<file path="config.mk">
export PLATFORM = sky130hd
export DESIGN_NAME = fpu_cpx_tx_flat
export DESIGN_NICKNAME = d
export VERILOG_FILES = /design/src/rtl/fpu_out_pkg.sv /design/src/rtl/fpu_cpx_tx_if.sv /design/src/rtl/fpu_out_fifo.sv /design/src/rtl/fpu_cpx_tx.sv /design/src/flat_wrapper.sv
export SDC_FILE = /design/constraint.sdc
export NUM_CORES = 1
export LEC_CHECK = 0
export BUFFER_PORTS_ARGS = -buffer_cell sky130_fd_sc_hd__buf_4
export CAP_MARGIN = 10
export CELL_PAD_IN_SITES_DETAIL_PLACEMENT = 1
export CELL_PAD_IN_SITES_GLOBAL_PLACEMENT = 1
export CORE_MARGIN = 8
export CORE_UTILIZATION = 46
export CTS_BUF_LIST = sky130_fd_sc_hd__clkbuf_8
export DETAILED_ROUTE_END_ITERATION = 8
export GPL_TIMING_DRIVEN = 0
export PLACE_DENSITY = 0.84
export SYNTH_ARGS = -nofsm -noshare
export SYNTH_HDL_FRONTEND = slang
export SYNTH_SLANG_ARGS = --single-unit
</file>
<file path="constraint.sdc">
create_clock -name rclk -period 4.29 [get_ports rclk]
set_input_delay 0.2145 -clock rclk [delete_from_list [all_inputs] [get_ports rclk]]
set_output_delay 0.2145 -clock rclk [all_outputs]
set_load 0.05 [all_outputs]
</file>
<file path="src/rtl/fpu_out_pkg.sv">
// fpu_out_pkg: shared field layout for the FPU CPX return path.
// Payload and CPX packet bit positions plus pack/format helpers.
package fpu_out_pkg;

  localparam int PAYLOAD_W = 77;
  localparam int CPX_W     = 145;

  localparam logic [3:0] RTNTYPE_FP = 4'b1000;

  localparam int P_RES  = 0;
  localparam int P_EXC  = 64;
  localparam int P_FCC  = 69;
  localparam int P_FCCV = 71;
  localparam int P_ID   = 72;

  localparam int C_RES  = 0;
  localparam int C_EXC  = 127;
  localparam int C_FCC  = 132;
  localparam int C_FCCV = 134;
  localparam int C_ID   = 135;
  localparam int C_RTN  = 140;
  localparam int C_VLD  = 144;

  function automatic logic [PAYLOAD_W-1:0] pack(
    input logic [4:0]  id,
    input logic        fccv,
    input logic [1:0]  fcc,
    input logic [4:0]  exc,
    input logic [63:0] res
  );
    logic [PAYLOAD_W-1:0] p;
    p = '0;
    p[P_ID+:5]   = id;
    p[P_FCCV]    = fccv;
    p[P_FCC+:2]  = fcc;
    p[P_EXC+:5]  = exc;
    p[P_RES+:64] = res;
    return p;
  endfunction

  function automatic logic [CPX_W-1:0] cpx_pkt(
    input logic [PAYLOAD_W-1:0] p
  );
    logic [CPX_W-1:0] c;
    c = '0;
    c[C_VLD]     = 1'b1;
    c[C_RTN+:4]  = RTNTYPE_FP;
    c[C_ID+:5]   = p[P_ID+:5];
    c[C_FCCV]    = p[P_FCCV];
    c[C_FCC+:2]  = p[P_FCC+:2];
    c[C_EXC+:5]  = p[P_EXC+:5];
    c[C_RES+:64] = p[P_RES+:64];
    return c;
  endfunction

endpackage

</file>
<file path="src/rtl/fpu_cpx_tx_if.sv">
// fpu_cpx_tx_if: pipe result inputs, stalls and CPX request/grant.
// master = pipes/CPX side, slave = fpu_cpx_tx.
interface fpu_cpx_tx_if;
  logic        add_vld, mul_vld, div_vld;
  logic [4:0]  add_id, mul_id, div_id;
  logic [63:0] add_res, mul_res, div_res;
  logic [4:0]  add_exc, mul_exc, div_exc;
  logic        add_fcc_vld;
  logic [1:0]  add_fcc;
  logic        add_stall, mul_stall, div_stall;
  logic        fp_cpx_req;
  logic        cpx_fp_grant;
  logic [144:0] fp_cpx_data;

  modport master (
    output add_vld, mul_vld, div_vld,
    output add_id, mul_id, div_id,
    output add_res, mul_res, div_res,
    output add_exc, mul_exc, div_exc,
    output add_fcc_vld, add_fcc,
    output cpx_fp_grant,
    input  add_stall, mul_stall, div_stall,
    input  fp_cpx_req, fp_cpx_data
  );

  modport slave (
    input  add_vld, mul_vld, div_vld,
    input  add_id, mul_id, div_id,
    input  add_res, mul_res, div_res,
    input  add_exc, mul_exc, div_exc,
    input  add_fcc_vld, add_fcc,
    input  cpx_fp_grant,
    output add_stall, mul_stall, div_stall,
    output fp_cpx_req, fp_cpx_data
  );
endinterface

</file>
<file path="src/rtl/fpu_out_fifo.sv">
// fpu_out_fifo: DEPTH-entry result queue with count register.
// Push is refused when full, pop is ignored when empty.
module fpu_out_fifo #(
  parameter int DEPTH = 4,
  parameter int W     = 77
) (
  input  logic         clk,
  input  logic         rst_n,
  input  logic         push,
  input  logic [W-1:0] din,
  input  logic         pop,
  output logic [W-1:0] dout,
  output logic         full,
  output logic         empty
);

  localparam int AW = $clog2(DEPTH);
  localparam int CW = AW + 1;

  logic [W-1:0]  mem [DEPTH];
  logic [AW-1:0] wptr, rptr;
  logic [CW-1:0] count;
  logic          push_ok, pop_ok;

  assign full    = (count == CW'(DEPTH));
  assign empty   = (count == '0);
  assign push_ok = push & ~full;
  assign pop_ok  = pop & ~empty;
  assign dout    = mem[rptr];

  always_ff @(posedge clk or negedge rst_n) begin
    if (!rst_n) begin
      wptr  <= '0;
      rptr  <= '0;
      count <= '0;
    end else begin
      if (push_ok) wptr <= wptr + 1'b1;
      if (pop_ok)  rptr <= rptr + 1'b1;
      unique case ({push_ok, pop_ok})
        2'b10:   count <= count + 1'b1;
        2'b01:   count <= count - 1'b1;
        default: count <= count;
      endcase
    end
  end

  // Storage needs no reset; validity lives in count.
  always_ff @(posedge clk) begin
    if (push_ok) mem[wptr] <= din;
  end

endmodule

</file>
<file path="src/rtl/fpu_cpx_tx.sv">
// fpu_cpx_tx: arbitrates add/mul/div results into a queue, sends CPX packets.
// FPU_OUT_RR_ARB_EN: round-robin between add and mul (div stays on top).
module fpu_cpx_tx
  import fpu_out_pkg::*;
#(
  parameter int DEPTH = 4
) (
  input logic           rclk,
  input logic           arst_l,
  fpu_cpx_tx_if.slave   bus
);

  logic                 full, empty;
  logic                 push, pop;
  logic [PAYLOAD_W-1:0] din, head;
  logic                 win_div, win_mul, win_add;
  logic                 mul_pref;
  logic [CPX_W-1:0]     data_q;

`ifdef FPU_OUT_RR_ARB_EN
  logic last_mul;

  always_ff @(posedge rclk or negedge arst_l) begin
    if (!arst_l)
      last_mul <= 1'b0;
    else if (push & (win_mul | win_add))
      last_mul <= win_mul;
  end

  assign mul_pref = ~last_mul;
`else
  assign mul_pref = 1'b1;
`endif

  always_comb begin
    win_div = bus.div_vld;
    win_mul = ~bus.div_vld & bus.mul_vld &
              (mul_pref | ~bus.add_vld);
    win_add = ~bus.div_vld & bus.add_vld & ~win_mul;
  end

  always_comb begin
    din = '0;
    unique case (1'b1)
      win_div: din = pack(bus.div_id, 1'b0, 2'b00,
                          bus.div_exc, bus.div_res);
      win_mul: din = pack(bus.mul_id, 1'b0, 2'b00,
                          bus.mul_exc, bus.mul_res);
      win_add: din = pack(bus.add_id, bus.add_fcc_vld,
                          bus.add_fcc, bus.add_exc,
                          bus.add_res);
      default: din = '0;
    endcase
  end

  // Stalls see only vld inputs and registered state, never the grant.
  assign push          = ~full & (win_div | win_mul | win_add);
  assign bus.div_stall = bus.div_vld & full;
  assign bus.mul_stall = bus.mul_vld & (full | ~win_mul);
  assign bus.add_stall = bus.add_vld & (full | ~win_add);

  assign bus.fp_cpx_req = ~empty;
  assign pop            = bus.cpx_fp_grant & ~empty;

  fpu_out_fifo #(
    .DEPTH (DEPTH),
    .W     (PAYLOAD_W)
  ) u_fifo (
    .clk   (rclk),
    .rst_n (arst_l),
    .push  (push),
    .din   (din),
    .pop   (pop),
    .dout  (head),
    .full  (full),
    .empty (empty)
  );

  always_ff @(posedge rclk or negedge arst_l) begin
    if (!arst_l)
      data_q <= '0;
    else if (pop)
      data_q <= cpx_pkt(head);
    else
      data_q <= '0;
  end

  assign bus.fp_cpx_data = data_q;

endmodule
</file>
<file path="src/flat_wrapper.sv">
// flat-port wrapper written by rule: the top's interface ports become plain ports
module fpu_cpx_tx_flat import fpu_out_pkg::*;
#(
  parameter int DEPTH = 4
)
  (rclk, arst_l, bus_add_vld, bus_mul_vld, bus_div_vld, bus_add_id, bus_mul_id, bus_div_id, bus_add_res, bus_mul_res, bus_div_res, bus_add_exc, bus_mul_exc, bus_div_exc, bus_add_fcc_vld, bus_add_fcc, bus_cpx_fp_grant, bus_add_stall, bus_mul_stall, bus_div_stall, bus_fp_cpx_req, bus_fp_cpx_data);
  fpu_cpx_tx_if bus_i ();
  input logic rclk;
  input logic arst_l;
  input wire logic [$bits(bus_i.add_vld)-1:0] bus_add_vld;
  input wire logic [$bits(bus_i.mul_vld)-1:0] bus_mul_vld;
  input wire logic [$bits(bus_i.div_vld)-1:0] bus_div_vld;
  input wire logic [$bits(bus_i.add_id)-1:0] bus_add_id;
  input wire logic [$bits(bus_i.mul_id)-1:0] bus_mul_id;
  input wire logic [$bits(bus_i.div_id)-1:0] bus_div_id;
  input wire logic [$bits(bus_i.add_res)-1:0] bus_add_res;
  input wire logic [$bits(bus_i.mul_res)-1:0] bus_mul_res;
  input wire logic [$bits(bus_i.div_res)-1:0] bus_div_res;
  input wire logic [$bits(bus_i.add_exc)-1:0] bus_add_exc;
  input wire logic [$bits(bus_i.mul_exc)-1:0] bus_mul_exc;
  input wire logic [$bits(bus_i.div_exc)-1:0] bus_div_exc;
  input wire logic [$bits(bus_i.add_fcc_vld)-1:0] bus_add_fcc_vld;
  input wire logic [$bits(bus_i.add_fcc)-1:0] bus_add_fcc;
  input wire logic [$bits(bus_i.cpx_fp_grant)-1:0] bus_cpx_fp_grant;
  output wire logic [$bits(bus_i.add_stall)-1:0] bus_add_stall;
  output wire logic [$bits(bus_i.mul_stall)-1:0] bus_mul_stall;
  output wire logic [$bits(bus_i.div_stall)-1:0] bus_div_stall;
  output wire logic [$bits(bus_i.fp_cpx_req)-1:0] bus_fp_cpx_req;
  output wire logic [$bits(bus_i.fp_cpx_data)-1:0] bus_fp_cpx_data;
  assign bus_i.add_vld = bus_add_vld;
  assign bus_i.mul_vld = bus_mul_vld;
  assign bus_i.div_vld = bus_div_vld;
  assign bus_i.add_id = bus_add_id;
  assign bus_i.mul_id = bus_mul_id;
  assign bus_i.div_id = bus_div_id;
  assign bus_i.add_res = bus_add_res;
  assign bus_i.mul_res = bus_mul_res;
  assign bus_i.div_res = bus_div_res;
  assign bus_i.add_exc = bus_add_exc;
  assign bus_i.mul_exc = bus_mul_exc;
  assign bus_i.div_exc = bus_div_exc;
  assign bus_i.add_fcc_vld = bus_add_fcc_vld;
  assign bus_i.add_fcc = bus_add_fcc;
  assign bus_i.cpx_fp_grant = bus_cpx_fp_grant;
  assign bus_add_stall = bus_i.add_stall;
  assign bus_mul_stall = bus_i.mul_stall;
  assign bus_div_stall = bus_i.div_stall;
  assign bus_fp_cpx_req = bus_i.fp_cpx_req;
  assign bus_fp_cpx_data = bus_i.fp_cpx_data;
  fpu_cpx_tx #(.DEPTH(DEPTH)) u_core (.rclk(rclk), .arst_l(arst_l), .bus(bus_i));
endmodule
</file>
---- Word-level counts from Yosys, hierarchy flattened ----
Memory sizes are Yosys's and may differ from the RTL's.
Cells that the tools add are included.
operators by class
  $add $sub $neg .......................... 4
  eq/ne operators ......................... 3
  muxes and demuxes ....................... 5
  bitwise logic cells ..................... 19
  reduce and logical (&&, ||, !) cells .... 2
operators by type and width
  operator                                             number
  one-hot mux 77 bit (3 select lines)                  1
  2-to-1 mux 145 bit                                   1
  bitwise AND 1 bit                                    10
  one-hot mux 3 bit (2 select lines)                   1
  inverter 1 bit                                       5
  adder 2 x 1 -> 2 bit, second input constant          2
  bitwise OR 1 bit                                     4
  adder 3 x 1 -> 3 bit, second input constant          1
  equality test 3 bit, second input constant           1
  zero test 3 bit                                      1
  subtractor 3 x 1 -> 3 bit, second input constant     1
  equality test 2 x 1 -> 1 bit, second input constant  1
  equality test 2 bit, second input constant           1
  2-to-1 mux 1 bit                                     2
  nonzero test 2 bit                                   1
storage, ports and cells
  flip-flop bits (word level) ............. 152
  RAM bits ................................ 308
  bits of input ports ..................... 231
  output and inout bits ................... 149
  logic and storage cells ................. 38
  memories kept ........................... 1
memories
  memory             words  bits a word  rd ports  clocked after Yosys merged registers in  write ports  RTL line            text
  u_core.u_fifo.mem  4      77           1         0                                        1            fpu_out_fifo.sv:20  logic [W-1:0] mem [DEPTH];

---- Logic depth before layout (Yosys ltp) ----
  word-level depth ........................ 9
  depth in mapped cells ................... 10
  gate-level depth less buffers ........... 9

---- By module ----
From an unflattened synthesis, not the netlist that was laid out.
unflattened totals
  cells, all modules ...................... 1021
  area, all modules ....................... 16613.4 um2
modules (own cells, without submodules)
  module        instances  cells each  area each (um2)  seq. area each (um2)
  fpu_out_fifo  1          440         11528.6          9424.0
  fpu_cpx_tx    1          581         5084.9           1951.9

---- Worst setup path before layout ----
OpenSTA, ideal clock, no wires.
  kind .................................... reg-to-reg
  start point ............................. register u_core.u_fifo.count[2]
  end point ............................... memory u_core.u_fifo.mem[0][0], enable pin
  setup time .............................. 0.444 ns
  arrival ................................. 2.697 ns
  required time ........................... 3.846 ns
  path slack .............................. 1.149 ns
  cell stages (with the launch flop) ...... 4
  path buffers ............................ 0
  clock period less this slack ............ 3.141 ns
  cells stage by stage .................... dfrtp_1 > nor3b_1 > nor2_1 > and2_1
on the way
  word-level cells in the longest chain between the ends .. 6
ends and longest elaborated chain
  element                                   RTL line                              text
  from (decl)                               fpu_out_fifo.sv:22                    logic [CW-1:0] count;
  from (signal assigned)                    fpu_out_fifo.sv:40                    2'b10: count <= count + 1'b1;
  from (signal assigned)                    fpu_out_fifo.sv:41                    2'b01: count <= count - 1'b1;
  from (signal assigned)                    fpu_out_fifo.sv:42                    default: count <= count;
  equality test 3 bit *                     fpu_out_fifo.sv:25                    assign full = (count == CW'(DEPTH));
  inverter 1 bit *                          fpu_out_fifo.sv:27, fpu_cpx_tx.sv:57
  bitwise AND 1 bit                         fpu_cpx_tx.sv:57                      assign push = ~full & (win_div | win_mul | win_add);
  bitwise AND 1 bit *                       fpu_out_fifo.sv:27                    assign push_ok = push & ~full;
  2-to-1 mux 1 bit *                        fpu_out_fifo.sv:49                    if (push_ok) mem[wptr] <= din;
  2-to-1 mux 1 bit (implied by the code) *  fpu_out_fifo.sv:49
  to (decl)                                 fpu_out_fifo.sv:20
Every way passes the cells marked *; elsewhere a longest branch is shown, timed or not.

---- Final worst setup path ----
  start point ............................. register u_core.u_fifo.count[0]
  end point ............................... register u_core.u_fifo.count[2]
on the way
  word-level cells in the longest chain between the ends .. 6
  elaborated cells on any way between the ends .. 14
  classes of those cells .................. 2 x add/sub; 3 x eq/ne; 1 x mux; 6 x bitwise; 2 x reduce/logical
ends and longest elaborated chain
  element                                                                   RTL line            text
  zero test 3 bit *                                                         fpu_out_fifo.sv:26  assign empty = (count == '0);
  inverter 1 bit *                                                          fpu_cpx_tx.sv:63    assign pop = bus.cpx_fp_grant & ~empty;
  bitwise AND 1 bit *                                                       fpu_cpx_tx.sv:63
  net u_core.pop                                                            fpu_cpx_tx.sv:14    logic push, pop;
  bitwise AND 1 bit *                                                       fpu_out_fifo.sv:28  assign pop_ok = pop & ~empty;
  equality test 2 x 1 -> 1 bit or equality test 2 bit (tied branches)       fpu_out_fifo.sv:39  unique case ({push_ok, pop_ok})
  one-hot mux 3 bit (2 select lines) or nonzero test 2 bit (tied branches)  --
Mark *: on every way through the listed nets, which the timed path passes. The rest lies on a longest branch.
A chain may end at the register's enable or synchronous reset.

==> impl_metrics.json <==
{
  "status": "finished clean",
  "slowest_stage": "o31a_1",
  "h-tree-depth": 2,
  "async_reset_ff_share_pct": 21.6,
  "syn_to_final_growth_pct": 29.3,
  "wl_per_cell_um": 25.6,
  "clkTransAtPathRegs_ns": 0.06,
  "wl_um": 50200,
  "grt_max_degree": 86,
  "min_period_ns": 2.83,
  "clk_latency_ns": 0.62,
  "finalPower_uw": 14500,
  "leakagePower_uw": 0.00870,
  "crit_path_end": "u_core.u_fifo.count[2]$_DFFE_PN0P_",
  "core_region_area_sq_mm": 0.0345,
  "grt_pass1_wl_um": 73100,
  "cpMostUsedCell": "xor2_1",
  "finalWeightedCongestion": 0.818,
  "syn_area_sq_mm": 0.0162,
  "cp_slowest_stage_delay_ns": 0.62,
  "pwr_density_cell_mw_per_mm2": 693,
  "dieArea_sq_mm": 0.0414,
  "synth_cell_types": 32,
  "fin_skew_ns": 0.0181,
  "crit_arrival_ns": 3.36,
  "ys_seq_area_share_pct": 70.4,
  "syn_avg_cell_area_sq_um": 16.4,
  "drt_pass1_iterations": 5,
  "cts_resized": 0,
  "slew_headroom_pct": 28.2,
  "io_pins": 380,
  "cp_top_family": "adder cells",
  "final_cells": 1959,
  "ys_warn_count": 0,
  "setup_violations": 0,
  "drive_gt1_share_pct": 37.4,
  "crit_path_cell_trace": "o31a_1 -> clkbuf_1 -> ha_1 -> inv_1 -> fa_1 -> xor2_1 -> nor2_1 -> xor2_1",
  "cp-startpoint": "u_core.u_fifo.count[0]$_DFFE_PN0P_",
  "cts_buffers": 61,
  "grt-ovfl-total": 0,
  "cts_sinks": 393,
  "hold_path.class": "primary input to flip-flop",
  "vias": 10300,
  "cp_num_buf_inv": 2,
  "worstSetupPathType": "flip-flop to flip-flop",
  "start_util_pct": 46.8,
  "ff2ff_path_depth": 8,
  "synth.ff_latch_count": 393,
  "cts_tree": "built",
  "final_cell_mix": "378 x buf_4, 308 x edfxtp_1, 85 x dfrtp_1",
  "start_kind": "flip-flop",
  "final-hold-violation-count": 0,
  "rrSetupSlack_ns": 1.46,
  "drv_cap": 0,
  "antenna_found_initial": 3,
  "port_buffers": 311,
  "synth_cells": 983,
  "layout_commonest_cell": "buf_4",
  "fmax_mhz": 353,
  "nFillCells": 3367,
  "track_usage_pct": 23.7,
  "critPathCaptureType": "flip-flop",
  "dpl.hpwl_um": 35600,
  "drc": 0,
  "rsz0062_at_grt": "no",
  "holdWs_ns": 0.0344,
  "root_buffer": "clkbuf_8",
  "vias_per_cell": 5.25,
  "synth_edf_count": 308,
  "tightest_slew_ns": 1.08,
  "r2r_start": "u_core.u_fifo.count[0]$_DFFE_PN0P_",
  "drt_iter0_drc": 546,
  "period_share_pct": 66.0,
  "cp.required_ns": 4.82,
  "cp_max_fo": 11,
  "vdd_drop_max_uv": 329,
  "die_x_um": 203,
  "place_inst": 1818,
  "fin_nets": 1688,
  "die_y_um": 203,
  "maxSlewViolCount": 0,
  "timing.rr.end": "u_core.u_fifo.count[2]$_DFFE_PN0P_",
  "grt_pass1_vias": 11600,
  "ant_nets": 0,
  "cts_buffer_depth": 3,
  "rows": 68,
  "synth_ff_type": "edfxtp_1",
  "path_depth": 8
}
## through the flow
step | cell area [sq um] | setup TNS, ns | worst slack [ns] | util [%]
2_1_floorplan | 16400 | 0 | 1.15 | -
3_3_place_gp | 19300 | -199.78 | -0.670 | 55.9
3_5_place_dp | 19400 | 0 | 1.32 | 56.2
4_1_cts | 20900 | 0 | 1.41 | 60.4
5_1_grt | 20900 | 0 | 1.28 | 60.5
6_report | 20900 | 0 | 1.46 | 60.5
## metal layers
layer / share of wire, % / up-vias / GRT usage [%]
met5: 0 / - / 0
met2: 52 / 384 / 41.5
met1: 39 / 5268 / 28.5
met4: 3.1 / 0 / 8.68
met3: 6.2 / 100 / 5.43
li1: - / 4532 / -
## cells in the mapped netlist, types with 2 or more instances
master	instances	area (sq um)
dfrtp_1	85	2130
ha_1	5	62.6
o21ai_0	74	370
mux4_2	77	1730
a21oi_1	43	215
inv_1	6	22.5
buf_4	67	503
o31a_1	2	17.5
nand2_1	75	282
xor2_1	3	26.3
and3b_1	43	377
nor2_1	3	11.3
clkbuf_1	43	161
edfxtp_1	308	9250
a22oi_1	31	233
and2_1	82	513
buf_2	17	85.1
xnor2_1	3	26.3
and3_1	3	18.8
## what timing repair did
action / in CTS / in global routing
hold endpoints to repair: 176 / 0
hold buffers: 24 / 0
buffers inserted: 0 / 0
## sequential cells by signal (all words and copies together), names as in the netlist
register and count:
u_core.bus.fp_cpx_data 78, u_core.u_fifo.count 3, u_core.u_fifo.mem 308, u_core.u_fifo.rptr 2, u_core.u_fifo.wptr 2
## how the worst min path moves through the flow
stage / from / to / slack, ns / cells after the start
finish: bus_div_res[59] / u_core.u_fifo.mem[1][59]$_DFFE_PP_ / 0.03 / 3
global route: bus_div_res[7] / u_core.u_fifo.mem[1][7]$_DFFE_PP_ / 0.02 / 3
CTS: bus_div_res[44] / u_core.u_fifo.mem[2][44]$_DFFE_PP_ / 0.003 / 3
detailed placement: u_core.u_fifo.count[2]$_DFFE_PN0P_ / u_core.u_fifo.count[2]$_DFFE_PN0P_ / 0.52 / 1
global placement: u_core.u_fifo.count[2]$_DFFE_PN0P_ / u_core.u_fifo.count[2]$_DFFE_PN0P_ / 0.49 / 1
floorplan: arst_l / u_core.bus.fp_cpx_data[0]$_DFF_PN0_ / -0.08 / 0
## worst register-to-register path, delay by kind of cell, from the launching register on
kind                     cells  cell delay (ns)
AND/OR/NAND/NOR              1             0.13
flip-flops                   1             0.44
buffers and inverters        2             0.56
AO/OA/AOI/OAI                1             0.63
adder cells (fa/ha/maj)      2             0.67
XOR/XNOR                     2             0.32
## logic make-up after synthesis
family	after synthesis	share of synthesized area, %
other	1	0.0232
xor gates and xnor gates	6	0.325
adders and majority gates	6	0.511
and+or+nand+nor	210	7.59
AOI/OAI and AO/OA	151	5.22
muxes	79	10.9
DFF	393	70.4
buffers and inverters	137	5.09
## final cells by class
cell class	instances	area, sq um	area share, %
sequential	393	11400	54.4
clock buffer	71	977	4.68
antenna	2	5.00	0.0239
multi-input combinational	518	4220	20.2
timing repair buffer	340	2710	13.0
buffer	131	800	3.83
clock inverter	43	221	1.06
tap	455	569	2.72
inverter	6	22.5	0.108
## power by group
| part | switching (uW) | internal [uW] |
|---|---|---|
| sequential | 376 | 5680 |
| clock | 1410 | 1610 |
| combinational | 3400 | 2000 |
| total | 5190 | 9300 |
No activity file was read; power rests on OpenSTA's default activity.
